[src/rtl/sfi_guard_if.sv]
// Stream interface for the SFI guard: input word handshake on one side,
// checked output word plus violation flag on the other.
// The guard connects through the slave modport; the producer/consumer
// environment connects through the master modport.
interface sfi_guard_if #(
    parameter int DATA_W = 64
);
    logic              in_valid;
    logic              in_ready;
    logic [DATA_W-1:0] in_data;
    logic              out_valid;
    logic              out_ready;
    logic [DATA_W-1:0] out_data;
    logic              out_viol;

    modport master (
        output in_valid, in_data, out_ready,
        input  in_ready, out_valid, out_data, out_viol
    );

    modport slave (
        input  in_valid, in_data, out_ready,
        output in_ready, out_valid, out_data, out_viol
    );
endinterface

[src/rtl/sfi_guard.sv]
// Software-fault-isolation guard. Each accepted word's effective address
// (top ADDR_W bits) is matched against NUM_REGIONS base/mask windows.
// Passing words are forwarded unchanged; violating words are zeroed,
// flagged, counted (saturating) and set a sticky fault.
// Optional macro SFI_TRAP_EN: once a violation is accepted the input is
// stalled until fault_clr is pulsed.
module sfi_guard #(
    parameter int                DATA_W      = 64,
    parameter int                ADDR_W      = 32,
    parameter int                NUM_REGIONS = 4,
    parameter int                CNT_W       = 16,
    parameter logic [ADDR_W-1:0] RST_BASE0   = 32'hA2190000,
    parameter logic [ADDR_W-1:0] RST_MASK0   = 32'hFFFF0000,
    localparam int               IDX_W       = (NUM_REGIONS > 1) ? $clog2(NUM_REGIONS) : 1
) (
    input  logic              clk,
    input  logic              rst,
    sfi_guard_if.slave        bus,
    input  logic              cfg_we,
    input  logic [IDX_W-1:0]  cfg_idx,
    input  logic [ADDR_W-1:0] cfg_base,
    input  logic [ADDR_W-1:0] cfg_mask,
    input  logic              cfg_en,
    input  logic              fault_clr,
    output logic              fault,
    output logic [CNT_W-1:0]  viol_cnt
);

    localparam logic [CNT_W-1:0] CNT_MAX = '1;

    logic [ADDR_W-1:0]      baseTable_q [NUM_REGIONS];
    logic [ADDR_W-1:0]      maskTable_q [NUM_REGIONS];
    logic [NUM_REGIONS-1:0] enTable_q;

    logic [ADDR_W-1:0]      wordAddr;
    logic [NUM_REGIONS-1:0] regionHit;
    logic                   wordPass;
    logic                   inReady;
    logic                   acceptWord;
    logic                   cfgIdxOk;

    logic                   outValid_q, outValid_d;
    logic [DATA_W-1:0]      outData_q,  outData_d;
    logic                   outViol_q,  outViol_d;
    logic                   fault_q,    fault_d;
    logic [CNT_W-1:0]       violCnt_q,  violCnt_d;

    assign wordAddr = bus.in_data[DATA_W-1 -: ADDR_W];
    assign cfgIdxOk = ({1'b0, cfg_idx} < (IDX_W + 1)'(NUM_REGIONS));

    // Region table: reset restores window 0 only, writes to absent slots are dropped.
    always_ff @(posedge clk) begin
        if (rst) begin
            for (int i = 0; i < NUM_REGIONS; i++) begin
                baseTable_q[i] <= '0;
                maskTable_q[i] <= '0;
            end
            baseTable_q[0] <= RST_BASE0;
            maskTable_q[0] <= RST_MASK0;
            enTable_q      <= NUM_REGIONS'(1);
        end else if (cfg_we && cfgIdxOk) begin
            baseTable_q[cfg_idx] <= cfg_base;
            maskTable_q[cfg_idx] <= cfg_mask;
            enTable_q[cfg_idx]   <= cfg_en;
        end
    end

    // Window match uses the registered table, so a same-cycle write only affects later words.
    always_comb begin
        regionHit = '0;
        for (int i = 0; i < NUM_REGIONS; i++) begin
            regionHit[i] = enTable_q[i] &&
                           ((wordAddr & maskTable_q[i]) == (baseTable_q[i] & maskTable_q[i]));
        end
    end

    assign wordPass = |regionHit;

`ifdef SFI_TRAP_EN
    assign inReady = (!outValid_q || bus.out_ready) && (!fault_q || fault_clr);
`else
    assign inReady = !outValid_q || bus.out_ready;
`endif

    assign acceptWord = bus.in_valid && inReady;

    // Output register: load on accept, otherwise drop valid once the consumer takes the word.
    always_comb begin
        outValid_d = outValid_q;
        outData_d  = outData_q;
        outViol_d  = outViol_q;
        if (acceptWord) begin
            outValid_d = 1'b1;
            outData_d  = wordPass ? bus.in_data : '0;
            outViol_d  = !wordPass;
        end else if (bus.out_ready) begin
            outValid_d = 1'b0;
        end
    end

    // Fault/counter update: a violation accepted alongside fault_clr restarts the count at one.
    always_comb begin
        fault_d   = fault_q;
        violCnt_d = violCnt_q;
        if (fault_clr) begin
            fault_d   = 1'b0;
            violCnt_d = '0;
        end
        if (acceptWord && !wordPass) begin
            fault_d   = 1'b1;
            violCnt_d = (violCnt_d == CNT_MAX) ? violCnt_d : violCnt_d + CNT_W'(1);
        end
    end

    // State registers for the output stage and the violation bookkeeping.
    always_ff @(posedge clk) begin
        if (rst) begin
            outValid_q <= 1'b0;
            outData_q  <= '0;
            outViol_q  <= 1'b0;
            fault_q    <= 1'b0;
            violCnt_q  <= '0;
        end else begin
            outValid_q <= outValid_d;
            outData_q  <= outData_d;
            outViol_q  <= outViol_d;
            fault_q    <= fault_d;
            violCnt_q  <= violCnt_d;
        end
    end

    assign bus.in_ready  = inReady;
    assign bus.out_valid = outValid_q;
    assign bus.out_data  = outData_q;
    assign bus.out_viol  = outViol_q;
    assign fault         = fault_q;
    assign viol_cnt      = violCnt_q;

endmodule
[src/flat_wrapper.sv]
// flat-port wrapper written by rule: the top's interface ports become plain ports
module sfi_guard_flat 
#(
    parameter int                DATA_W      = 64,
    parameter int                ADDR_W      = 32,
    parameter int                NUM_REGIONS = 4,
    parameter int                CNT_W       = 16,
    parameter logic [ADDR_W-1:0] RST_BASE0   = 32'hA2190000,
    parameter logic [ADDR_W-1:0] RST_MASK0   = 32'hFFFF0000,
    localparam int               IDX_W       = (NUM_REGIONS > 1) ? $clog2(NUM_REGIONS) : 1
)
  (clk, rst, cfg_we, cfg_idx, cfg_base, cfg_mask, cfg_en, fault_clr, fault, viol_cnt, bus_in_valid, bus_in_data, bus_out_ready, bus_in_ready, bus_out_valid, bus_out_data, bus_out_viol);
  sfi_guard_if #(.DATA_W(DATA_W)) bus_i ();
  input  logic clk;
  input  logic rst;
  input  logic cfg_we;
  input  logic [IDX_W-1:0] cfg_idx;
  input  logic [ADDR_W-1:0] cfg_base;
  input  logic [ADDR_W-1:0] cfg_mask;
  input  logic cfg_en;
  input  logic fault_clr;
  output logic fault;
  output logic [CNT_W-1:0] viol_cnt;
  input wire logic [$bits(bus_i.in_valid)-1:0] bus_in_valid;
  input wire logic [$bits(bus_i.in_data)-1:0] bus_in_data;
  input wire logic [$bits(bus_i.out_ready)-1:0] bus_out_ready;
  output wire logic [$bits(bus_i.in_ready)-1:0] bus_in_ready;
  output wire logic [$bits(bus_i.out_valid)-1:0] bus_out_valid;
  output wire logic [$bits(bus_i.out_data)-1:0] bus_out_data;
  output wire logic [$bits(bus_i.out_viol)-1:0] bus_out_viol;
  assign bus_i.in_valid = bus_in_valid;
  assign bus_i.in_data = bus_in_data;
  assign bus_i.out_ready = bus_out_ready;
  assign bus_in_ready = bus_i.in_ready;
  assign bus_out_valid = bus_i.out_valid;
  assign bus_out_data = bus_i.out_data;
  assign bus_out_viol = bus_i.out_viol;
  sfi_guard #(.DATA_W(DATA_W), .ADDR_W(ADDR_W), .NUM_REGIONS(NUM_REGIONS), .CNT_W(CNT_W), .RST_BASE0(RST_BASE0), .RST_MASK0(RST_MASK0)) u_core (.clk(clk), .rst(rst), .bus(bus_i), .cfg_we(cfg_we), .cfg_idx(cfg_idx), .cfg_base(cfg_base), .cfg_mask(cfg_mask), .cfg_en(cfg_en), .fault_clr(fault_clr), .fault(fault), .viol_cnt(viol_cnt));
endmodule
[config.mk]
export PLATFORM = sky130hd
export DESIGN_NAME = sfi_guard_flat
export DESIGN_NICKNAME = d
export VERILOG_FILES = /design/src/rtl/sfi_guard_if.sv /design/src/rtl/sfi_guard.sv /design/src/flat_wrapper.sv
export SDC_FILE = /design/constraint.sdc
export NUM_CORES = 1
export LEC_CHECK = 0
export CORE_MARGIN = 2
export CORE_UTILIZATION = 51
export DETAILED_ROUTE_END_ITERATION = 10
export HOLD_SLACK_MARGIN = 0.08
export PLACE_DENSITY = 0.84
export SLEW_MARGIN = 20
export SYNTH_ARGS = -nofsm -noshare
export SYNTH_HDL_FRONTEND = slang
export SYNTH_SLANG_ARGS = --single-unit
export TNS_END_PERCENT = 10
[constraint.sdc]
create_clock -name clk -period 4.19 [get_ports clk]
set_clock_uncertainty 0.15 [all_clocks]
set_input_delay 0.419 -clock clk [delete_from_list [all_inputs] [get_ports clk]]
set_output_delay 0.419 -clock clk [all_outputs]
set_load 0.01 [all_outputs]
Word level (Yosys, flattened, before mapping)
Memory sizes are Yosys's and may differ from the RTL's. Index checks and enable logic that the tools add are counted.

Add/subtract/negate cells: 1. Bitwise logic cells: 10. Reductions and logical operators: 15. $lt $le $gt $ge: 2. Equal/unequal tests: 5. Muxes and demuxes: 24.

Operators by type and width (number): $and 32x32->32 (8); $eq 32x32->1 (4); $mux 32 (4); $mux 64 (1); $reduce_or 32->1 (2); $mux 16 (3); $add 16x1->16 const B (1); $eq 16x16->1 const B (1); $mux 1 (12); $logic_and 1x1->1 (7); $bwmux 4 (1); $mux 2 (2); $reduce_bool 2->1 (2); $reduce_or 4->1 (1); $lt 2x3->1 const B (1); $demux 1 s2 (1); $ge 2x1->1 const B (1); $logic_not 1->1 (2); $or 1x1->1 (2); $logic_or 1x1->1 (1).

Memories: 2. Output and inout port bits: 84. Flip-flop bits (word level): 87. Memory bits (writable): 256.

Memory list: u_core.baseTable_q (depth 4, width 32, rd ports 4, clocked after memory_dff 0, wr ports 4, line sfi_guard.sv:31) `logic [ADDR_W-1:0] baseTable_q [NUM_REGIONS];`; u_core.maskTable_q (depth 4, width 32, rd ports 4, clocked after memory_dff 0, wr ports 4, line sfi_guard.sv:32) `logic [ADDR_W-1:0] maskTable_q [NUM_REGIONS];`.

Logic depth before layout (Yosys ltp)
Gate-level depths: netlist of the first run. An unclocked memory read counts as a cell.

Depth after elaboration: 8. Depth in mapped cells: 11.

Worst setup path after synthesis of the first run
OpenSTA, ideal clock, no wires.

Kind: input -> register. From: input rst. To: memory u_core.baseTable_q[1][0] (enable). Path buffers: 2. Stages on the path: 4. Path slack: 1.332 ns. Library setup time: 0.692 ns. Arrival time: 2.017 ns. Path through: clkbuf_1 > inv_1 > clkbuf_1 > nand2_1.

RTL lines: start, declared (line flat_wrapper.sv:15) `input logic rst;`; end, declared (line sfi_guard.sv:31).

Worst setup path in the final report of the first run
From: input bus_in_data[51]. To: register u_core.outData_q[9] (netlist: u_core.bus.out_data[9]).

Cells in the longest elaborated chain, start to end: 5. Elaborated cells on any way between the ends: 14. Classes of those cells: eq/ne (4); mux (1); bitwise (4); reduce/logical (5).

RTL lines: start, declared (line flat_wrapper.sv:25) `input wire logic [$bits(bus_i.in_data)-1:0] bus_in_data;`; $and 32x32->32 (line sfi_guard.sv:73) `((wordAddr & maskTable_q[i]) == (baseTable_q[i] & maskTable_q[i]));`; $eq 32x32->1 (line sfi_guard.sv:73); $logic_and 1x1->1 (line sfi_guard.sv:72) `regionHit[i] = enTable_q[i] &&`; $reduce_or 4->1 (*) (line sfi_guard.sv:77) `assign wordPass = |regionHit;`; $mux 64 (*) (line sfi_guard.sv:94) `outData_d = wordPass ? bus.in_data : '0;`; end signal, assigned (line sfi_guard.sv:125) `outData_q <= outData_d;`; end, declared (line sfi_guard.sv:43) `logic [DATA_W-1:0] outData_q, outData_d;`.

Every way passes the cells marked *; elsewhere a longest branch is shown, timed or not. A chain may end at the register's enable or synchronous reset.

==> impl_results.md, run 1 <==
- Critical Path Start Type: primary input
- Setup violators final: 0
- F_max: 0.301 GHz
- CP Class: primary input to register
- Clock H-tree levels: 2
- Post-DRT Antenna Nets: 0
- Mapped Nets: around 1.6k
- Post-synthesis register bit count: roughly 340
- Final min period: approximately 3.3 ns
- Critical Path AT: between 3 and 4 ns
- Routability congestion estimate: about 1.1
- Worst R2R End: u_core.bus.out_data[9]
- Post-CTS Setup Bufs: 0
- Port bufs: between 200 and 250
- Die Area: 30800 sq um
- Worst r2r src: u_core.baseTable_q[2][18]
- RSZ-0062 raised after global routing: no
- Post-Route Setup TNS: 0 ns
- Die Width: ~180 microns
- Residual DRC: 0
- Crit path cell chain: clkdlybuf4s50_1 -> xor2_1 -> a22oi_1 -> nand4_1 -> nor3_1 -> a22oi_2 -> o211ai_4 -> buf_4 -> nand3_1 -> a21oi_1
- Post-DR wirelength/cell: around 25 microns
- Total GRT Usage: ~33%
- Post-DP Area: 17500 sq um
- Max-slew violations: 0
- Hold Vio Cnt, Final: 0
- Clk_lat worst skew: 0.54 ns
- TritonCTS clock tree: done
- Finished Layout Cells: between 2k and 2.5k
- First-pass GRT wire length: approximately 75000 microns
- R2R Setup Slk: 1.10 ns
- Worst IR drop on VDD: 0.000326 V
- Starting DRT DRC Count: approximately 2.1k
- Crit-path max FO: 35
- P per Cell Area: between 400 and 500 nW/um^2
- Clock sink count: 343
- Placed cells: about 2.0k
- Place WS: about 0.43 ns
- Worst Reg-to-Reg Cells: 9
- Die height: 176 microns
- Final WL: about 51000 microns
- Fin area: ~19000 sq um
- Hold path endpoint: u_core.enTable_q[2]
- Via count: approximately 13k
- Final nets: between 1.5k and 2k
- Hold Startpoint: rst
- Status: complete, no violations
- CP max-delay cell: clkdlybuf4s50_1
- Worst Path Required: around 4.5 ns
- Vias in the first global route: ~12k
- Yosys warnings: 0
- Initial antenna violation count: 0
- Post-DR vias/cell: about 6
- Setup WS post-layout: slightly below 0.9 ns
- Post-Syn Area per Cell: 9.94 sq um
- CTS Root Buffer Type: clkbuf_16
- Final Cycle Share: 79.4%
- Share of cells above drive strength 1: 5.79%
- Hold crit path type: primary input to register
- Peak per-stage delay on the critical path: 0.65 ns
- Slew of the pin with the lowest slew margin: between 1 and 1.5 ns
- # diodes: 0
- Fillers: around 2.3k
- Ports: 221
- Area growth, synth to finish: 24.3%
- Drt pass-1 iters: 8
- Detailed Place HPWL: around 38000 microns
- Post-synth cell types: 40
- Post-cts sizing count: 0
- GR Overflow Total: 0
- Starting Density: 52.0%
- Post-Synthesis Cell Area: 15000 sq um
- Largest net degree at the start of global routing: 83
- Pleak: around 0.0071 uW
- Clock tree buffer depth: 3
- Hold_buf cts: 0
- Hold path cells: 2
- CP endpoint kind: register
- Core box area: 28900 sq um
- Worst slew margin: about 27%
- Clock Pin Slew Worst Setup and Hold Paths: ~0.06 ns
- Gate Count Post-Synth: 1511
- TritonCTS Buffers: 37
- Max-Cap Viols: 0
- FP Rows: 62
- Post-synthesis sequential area ratio: between 50 and 60%
[how the worst max path moves through the flow]
stage,from,endpoint,cells after the start
floorplan,rst,u_core.baseTable_q[1][0],4
global placement,bus_in_data[56],u_core.bus.out_data[13],10
detailed placement,bus_in_data[51],u_core.bus.out_data[9],10
CTS,bus_in_data[51],u_core.bus.out_data[9],10
global route,bus_in_data[53],u_core.bus.out_data[28],10
finish,bus_in_data[51],u_core.bus.out_data[9],10
[where the power goes]
| part | internal [uW] | total [uW] | switching [uW] |
|---|---|---|---|
| Clock | 1900 | 3230 | 1340 |
| Sequential | 3740 | 3850 | 110 |
| Combinational | 321 | 919 | 599 |
| Total | 5960 | 8000 | 2040 |
[synth_stat cells, drive strengths merged]
| cell | number | share of area, % |
|---|---|---|
| or3 | 3 | 0.12 |
| nand4 | 33 | 1.4 |
| mux2i | 4 | 0.27 |
| a221oi | 6 | 0.35 |
| or4b | 1 | 0.067 |
| a22o | 6 | 0.35 |
| xor2 | 128 | 7.6 |
| nor4 | 6 | 0.25 |
| edfxtp | 192 | 38 |
| a22oi | 99 | 5.0 |
| o21a | 1 | 0.050 |
| mux2 | 1 | 0.075 |
| o211ai | 2 | 0.13 |
| dfxtp | 151 | 20 |
| or4 | 11 | 0.55 |
| nand2 | 279 | 7.0 |
| nand2b | 4 | 0.17 |
| buf | 60 | 2.0 |
| nor2b | 10 | 0.42 |
| ha | 1 | 0.083 |
| nor3 | 4 | 0.13 |
| a21oi | 120 | 4.0 |
| o31ai | 13 | 0.65 |
| inv | 68 | 1.7 |
| nand3 | 95 | 3.2 |
| and3 | 5 | 0.21 |
| o31a | 1 | 0.058 |
| nor2 | 136 | 3.4 |
| and4 | 2 | 0.12 |
| a222oi | 8 | 0.53 |
| and2 | 5 | 0.21 |
| nand3b | 3 | 0.15 |
| o21ai | 2 | 0.067 |
| clkbuf | 51 | 1.3 |
[metal layers]
| layer | up-vias | part of all wire [%] | global-route usage, % |
|---|---|---|---|
| li1 | 5593 | - | - |
| met5 | - | 0 | 0 |
| met1 | 6042 | 37 | 43.6 |
| met4 | 0 | 5.6 | 16.1 |
| met2 | 948 | 45 | 51.3 |
| met3 | 172 | 12 | 7.51 |
[stage by stage]
step / power (uW) / hold slack, ns / util [%]
2_1_floorplan: 4350 / 0.286 / -
3_3_place_gp: 4790 / 0.287 / 60.6
3_5_place_dp: 4800 / 0.294 / 60.6
4_1_cts: 7980 / 0.209 / 64.7
5_1_grt: 8190 / 0.233 / 64.7
6_report: 8000 / 0.209 / 64.7
[flip-flops by register name, summed over array words and instances (netlist names)]
| register | count |
|---|---|
| u_core.bus.out_viol | 1 |
| u_core.maskTable_q | 128 |
| u_core.viol_cnt | 16 |
| u_core.bus.out_data | 64 |
| u_core.baseTable_q | 128 |
| u_core.bus.out_valid | 1 |
| u_core.fault | 1 |
| u_core.enTable_q | 4 |
[logic make-up (layout without fill, tap and decap cells)]
logic type	after synthesis	after routing	synth area share, %
xor+xnor	128	128	7.61
fa+ha+maj	1	1	0.0833
simple gates	597	597	17.3
buf+inv	179	379	4.97
compound gates	258	258	11.2
mux	5	5	0.342
flops	343	343	58.5
[final cells by class]
| type | instances | area (sq um) | area share [%] |
|---|---|---|---|
| Clock buffer | 50 | 1060 | 5.66 |
| Sequential cell | 343 | 8790 | 47.1 |
| Multi-Input combinational cell | 989 | 5530 | 29.6 |
| Inverter | 68 | 255 | 1.37 |
| Timing Repair Buffer | 245 | 2420 | 13.0 |
| Clock inverter | 16 | 136 | 0.731 |
| Tap cell | 384 | 480 | 2.57 |
[layout by cell type (no fill, tap or decap), drive strengths merged, types with 3 or more instances in the layout]
cell type | synthesis | routed
xor2 | 128 | 128
nand3b | 3 | 3
nor4 | 6 | 6
or4 | 11 | 11
nand4 | 33 | 33
nand3 | 95 | 95
edfxtp | 192 | 192
a22oi | 99 | 99
clkinv | 0 | 11
and3 | 5 | 5
clkbuf | 51 | 50
a221oi | 6 | 6
a21oi | 120 | 120
inv | 68 | 71
nor3 | 4 | 4
clkdlybuf4s50 | 0 | 219
mux2i | 4 | 4
nor2 | 136 | 136
or3 | 3 | 3
dfxtp | 151 | 151
buf | 60 | 26
nor2b | 10 | 10
a222oi | 8 | 8
and2 | 5 | 5
nand2b | 4 | 4
nand2 | 279 | 279
a22o | 6 | 6
o31ai | 13 | 13
[worst max-delay path, delay by kind of cell]
kind,cells,cell delay (ns)
AO/OA/AOI/OAI,4,1.21
buffers and inverters,2,1.07
AND/OR/NAND/NOR,3,0.63
XOR/XNOR,1,0.27
Note: power is estimated with default switching activity, not from simulation.
==> run 2, diff against run 1 <==
CORE_UTILIZATION = 49   (was 51)
clock period = 2.8 ns   (was 4.19 ns; I/O delays follow)
==> run 2 against run 1 <==
  * Sequential share of layout area decreased by 3.1 points
  * Total power increased by 51%
  * Critical path depth increased by 1
  * Clock power increased by 44%
  * Global-route usage decreased by 1.7 points
  * Via count increased by 2.4%
  * Design area increased by 7.0%
  * Final cell count increased by 7.0%
  * Count of clock-buffer cells in the layout increased by 8
  * Worst hold slack got worse by 0.032 ns
  * Die area increased by 4.0%
  * Non-clock buffer count increased by 133
  * Largest power group unchanged
==> impl_results.md, run 2 (synthesized netlist as in run 1, its figures left out) <==
- Max-Cap Viols: 0 (unchanged)
- Critical Path AT: 3.04 ns (was 3.62 ns)
- Worst r2r src: u_core.baseTable_q[0][23] (was u_core.baseTable_q[2][18])
- Status: complete, no violations (unchanged)
- Slew of the pin with the lowest slew margin: 0.864 ns (was 1.10 ns)
- Hold Startpoint: bus_in_data[26] (was rst)
- Final nets: 1955 (was 1822)
- Post-CTS Setup Bufs: 0 (unchanged)
- TritonCTS Buffers: 37 (unchanged)
- Crit path cell chain: clkdlybuf4s50_1 -> buf_12 -> xor2_1 -> a22oi_1 -> nand4_1 -> nor3_1 -> a22oi_2 -> o211ai_4 -> buf_12 -> or4_1 -> a21oi_1 (was clkdlybuf4s50_1 -> xor2_1 -> a22oi_1 -> nand4_1 -> nor3_1 -> a22oi_2 -> o211ai_4 -> buf_4 -> nand3_1 -> a21oi_1)
- Worst Path Required: 3.09 ns (was 4.48 ns)
- Crit-path max FO: 57 (was 35)
- Die Area: 32100 sq um (was 30800 sq um)
- Share of cells above drive strength 1: 12.5% (was 5.79%)
- CP max-delay cell: or4_1 (was clkdlybuf4s50_1)
- CP Class: primary input to register (unchanged)
- Detailed Place HPWL: 38500 microns (was 38200 microns)
- CP endpoint kind: register (unchanged)
- Register area: 8790 sq um (unchanged)
- Most frequent cells in the layout: 274 x nand2_1, 219 x clkdlybuf4s50_1, 192 x edfxtp_1, 151 x dfxtp_1, 136 x nor2_1 (unchanged)
- Clock Pin Slew Worst Setup and Hold Paths: 0.06 ns (about the same)
- Clock sink count: 343 (unchanged)
- Area growth, synth to finish: 33.1% (was 24.3%)
- RSZ-0062 raised after global routing: no (unchanged)
- Drt pass-1 iters: 9 (was 8)
- Worst slew margin: 42.4% (was 26.8%)
- Port bufs: 220 (unchanged)
- Hold Vio Cnt, Final: 0 (unchanged)
- Via count: 13.1k (was 12.8k)
- Final WL: 51200 microns (was 51400 microns)
- Routability congestion estimate: 1.04 (was 1.11)
- Setup violators final: 0 (unchanged)
- Vias in the first global route: 12.2k (was 12.1k)
- Die height: 179 microns (was 176 microns)
- Clk_lat worst skew: 0.53 ns (was 0.54 ns)
- Max-slew violations: 0 (unchanged)
- Fillers: 2327 (was 2251)
- P per Cell Area: 603 nW/um^2 (was 429 nW/um^2)
- Leading cell type in the layout, fill and taps excluded: nand2_1 (unchanged)
- Most used cell along the critical path: buf_12
- Pleak: 0.00779 uW (was 0.00706 uW)
- Final Cycle Share: 98.2%
- Peak per-stage delay on the critical path: 0.54 ns (was 0.65 ns)
- Starting Density: 49.5% (was 52.0%)
- TritonCTS clock tree: done (unchanged)
- Core box area: 30300 sq um (was 28900 sq um)
- Largest net degree at the start of global routing: 79 (was 83)
- Worst IR drop on VDD: 0.000415 V (was 0.000326 V)
- Post-Route Setup TNS: 0 ns (unchanged)
- First-pass GRT wire length: 73000 microns (was 75200 microns)
- GR Overflow Total: 0 (unchanged)
- Post-DRT Antenna Nets: 0 (unchanged)
- Worst hold slack: 0.177 ns (was 0.209 ns)
- Worst R2R End: u_core.viol_cnt[7] (was u_core.bus.out_data[9])
- Total GRT Usage: 31.3% (was 32.9%)
- CTS Root Buffer Type: clkbuf_16 (unchanged)
- Hold path endpoint: u_core.bus.out_data[26] (was u_core.enTable_q[2])
- R2R Setup Slk: 0.09 ns (was 1.10 ns)
- Final core occ: 65.8% (was 64.7%)
- Die Width: 179 microns (was 176 microns)
- Final min period: approximately 2.7 ns
- Clock tree buffer depth: 3 (unchanged)
- Clock H-tree levels: 2 (unchanged)
- Starting DRT DRC Count: 1767 (was 2079)
- Post-DR vias/cell: 5.83 (was 6.09)
- F_max: between 0.3 and 0.4 GHz
- Multi-input combinational cell area: 5550 sq um (was 5530 sq um)
- Critical Path Start Type: primary input (unchanged)
- Hold path cells: 3 (was 2)
- Initial antenna violation count: 0 (unchanged)
- Hold crit path type: primary input to register (unchanged)
- FP Rows: 64 (was 62)
- Residual DRC: 0 (unchanged)
- # diodes: 0 (unchanged)
- Worst Reg-to-Reg Cells: 9 (unchanged)
- Post-DR wirelength/cell: 22.8 microns (was 24.5 microns)
- Ports: 221 (unchanged)
-- run 2: changes by cell type in the layout (fill, tap and decap cells not counted), moves of 2 or more --
cell	previous run	this run
clkbuf_1	6	13
clkinv_1	4	2
clkbuf_8	6	4
inv_6	3	1
bufinv_16	2	0
xor2_2	3	6
clkbuf_2	0	2
buf_4	23	129
buf_12	3	29
xor2_1	125	122
-- run 2: per-stage QoR --
stage	cell area (sq um)	setup slack, ns	total power [uW]	cells
global route	20000	0.00702	12400	2242
CTS	20000	0.0930	12000	2242
floorplan	15000	0.0807	6510	1511
detailed placement	18800	-0.552	7470	2173
finish	20000	0.0510	12100	2242
global placement	18800	-0.578	7450	2173
-- run 2: critical path, delay by kind of cell --
kind                   cells  cell delay, ns
AO/OA/AOI/OAI              4            0.66
buffers and inverters      3            0.85
XOR/XNOR                   1            0.48
AND/OR/NAND/NOR            3            0.75
-- run 2: area by class of cell --
class / count / share of cell area [%]
sequential: 343 / 44.0
multi-input combinational: 989 / 27.8
timing repair buffer: 378 / 18.8
clock buffer: 58 / 5.45
tap: 396 / 2.48
inverter: 68 / 1.28
clock inverter: 10 / 0.269
-- run 2: report_power, final --
part / total, uW / switching, uW / internal [uW]
registers: 5770 / 168 / 5600
logic: 1640 / 914 / 726
clock network: 4650 / 1970 / 2680
-- run 2: what timing repair did --
item                                    in CTS  in global routing
endpoints found under the hold margin        1                  0
gates resized for setup                      2                  1
endpoints found under the setup margin       3                  2
hold buffers                                 1                  0
-- run 2: metal layers --
metal | track usage, % | vias to the layer above | share of wire, %
li1 | - | 5856 | -
met3 | 5.30 | 108 | 12
met4 | 12.9 | 0 | 4.0
met5 | 0 | - | 0
met1 | 41.9 | 6205 | 38
met2 | 50.4 | 891 | 46
-- run 2: worst max-delay path by stage --
stage                                   start                  endpoint  slack (ns)  cells past startpoint
floorplan                                 rst  u_core.baseTable_q[1][0]        0.08                      4
CTS                           bus_in_data[43]        u_core.viol_cnt[7]        0.09                     12
global placement              bus_in_data[46]        u_core.viol_cnt[7]       -0.58                     11
detailed placement            bus_in_data[46]        u_core.viol_cnt[7]       -0.55                     11
global route        u_core.baseTable_q[1][14]        u_core.viol_cnt[3]       0.007                      9
finish                        bus_in_data[55]        u_core.viol_cnt[7]        0.05                     11
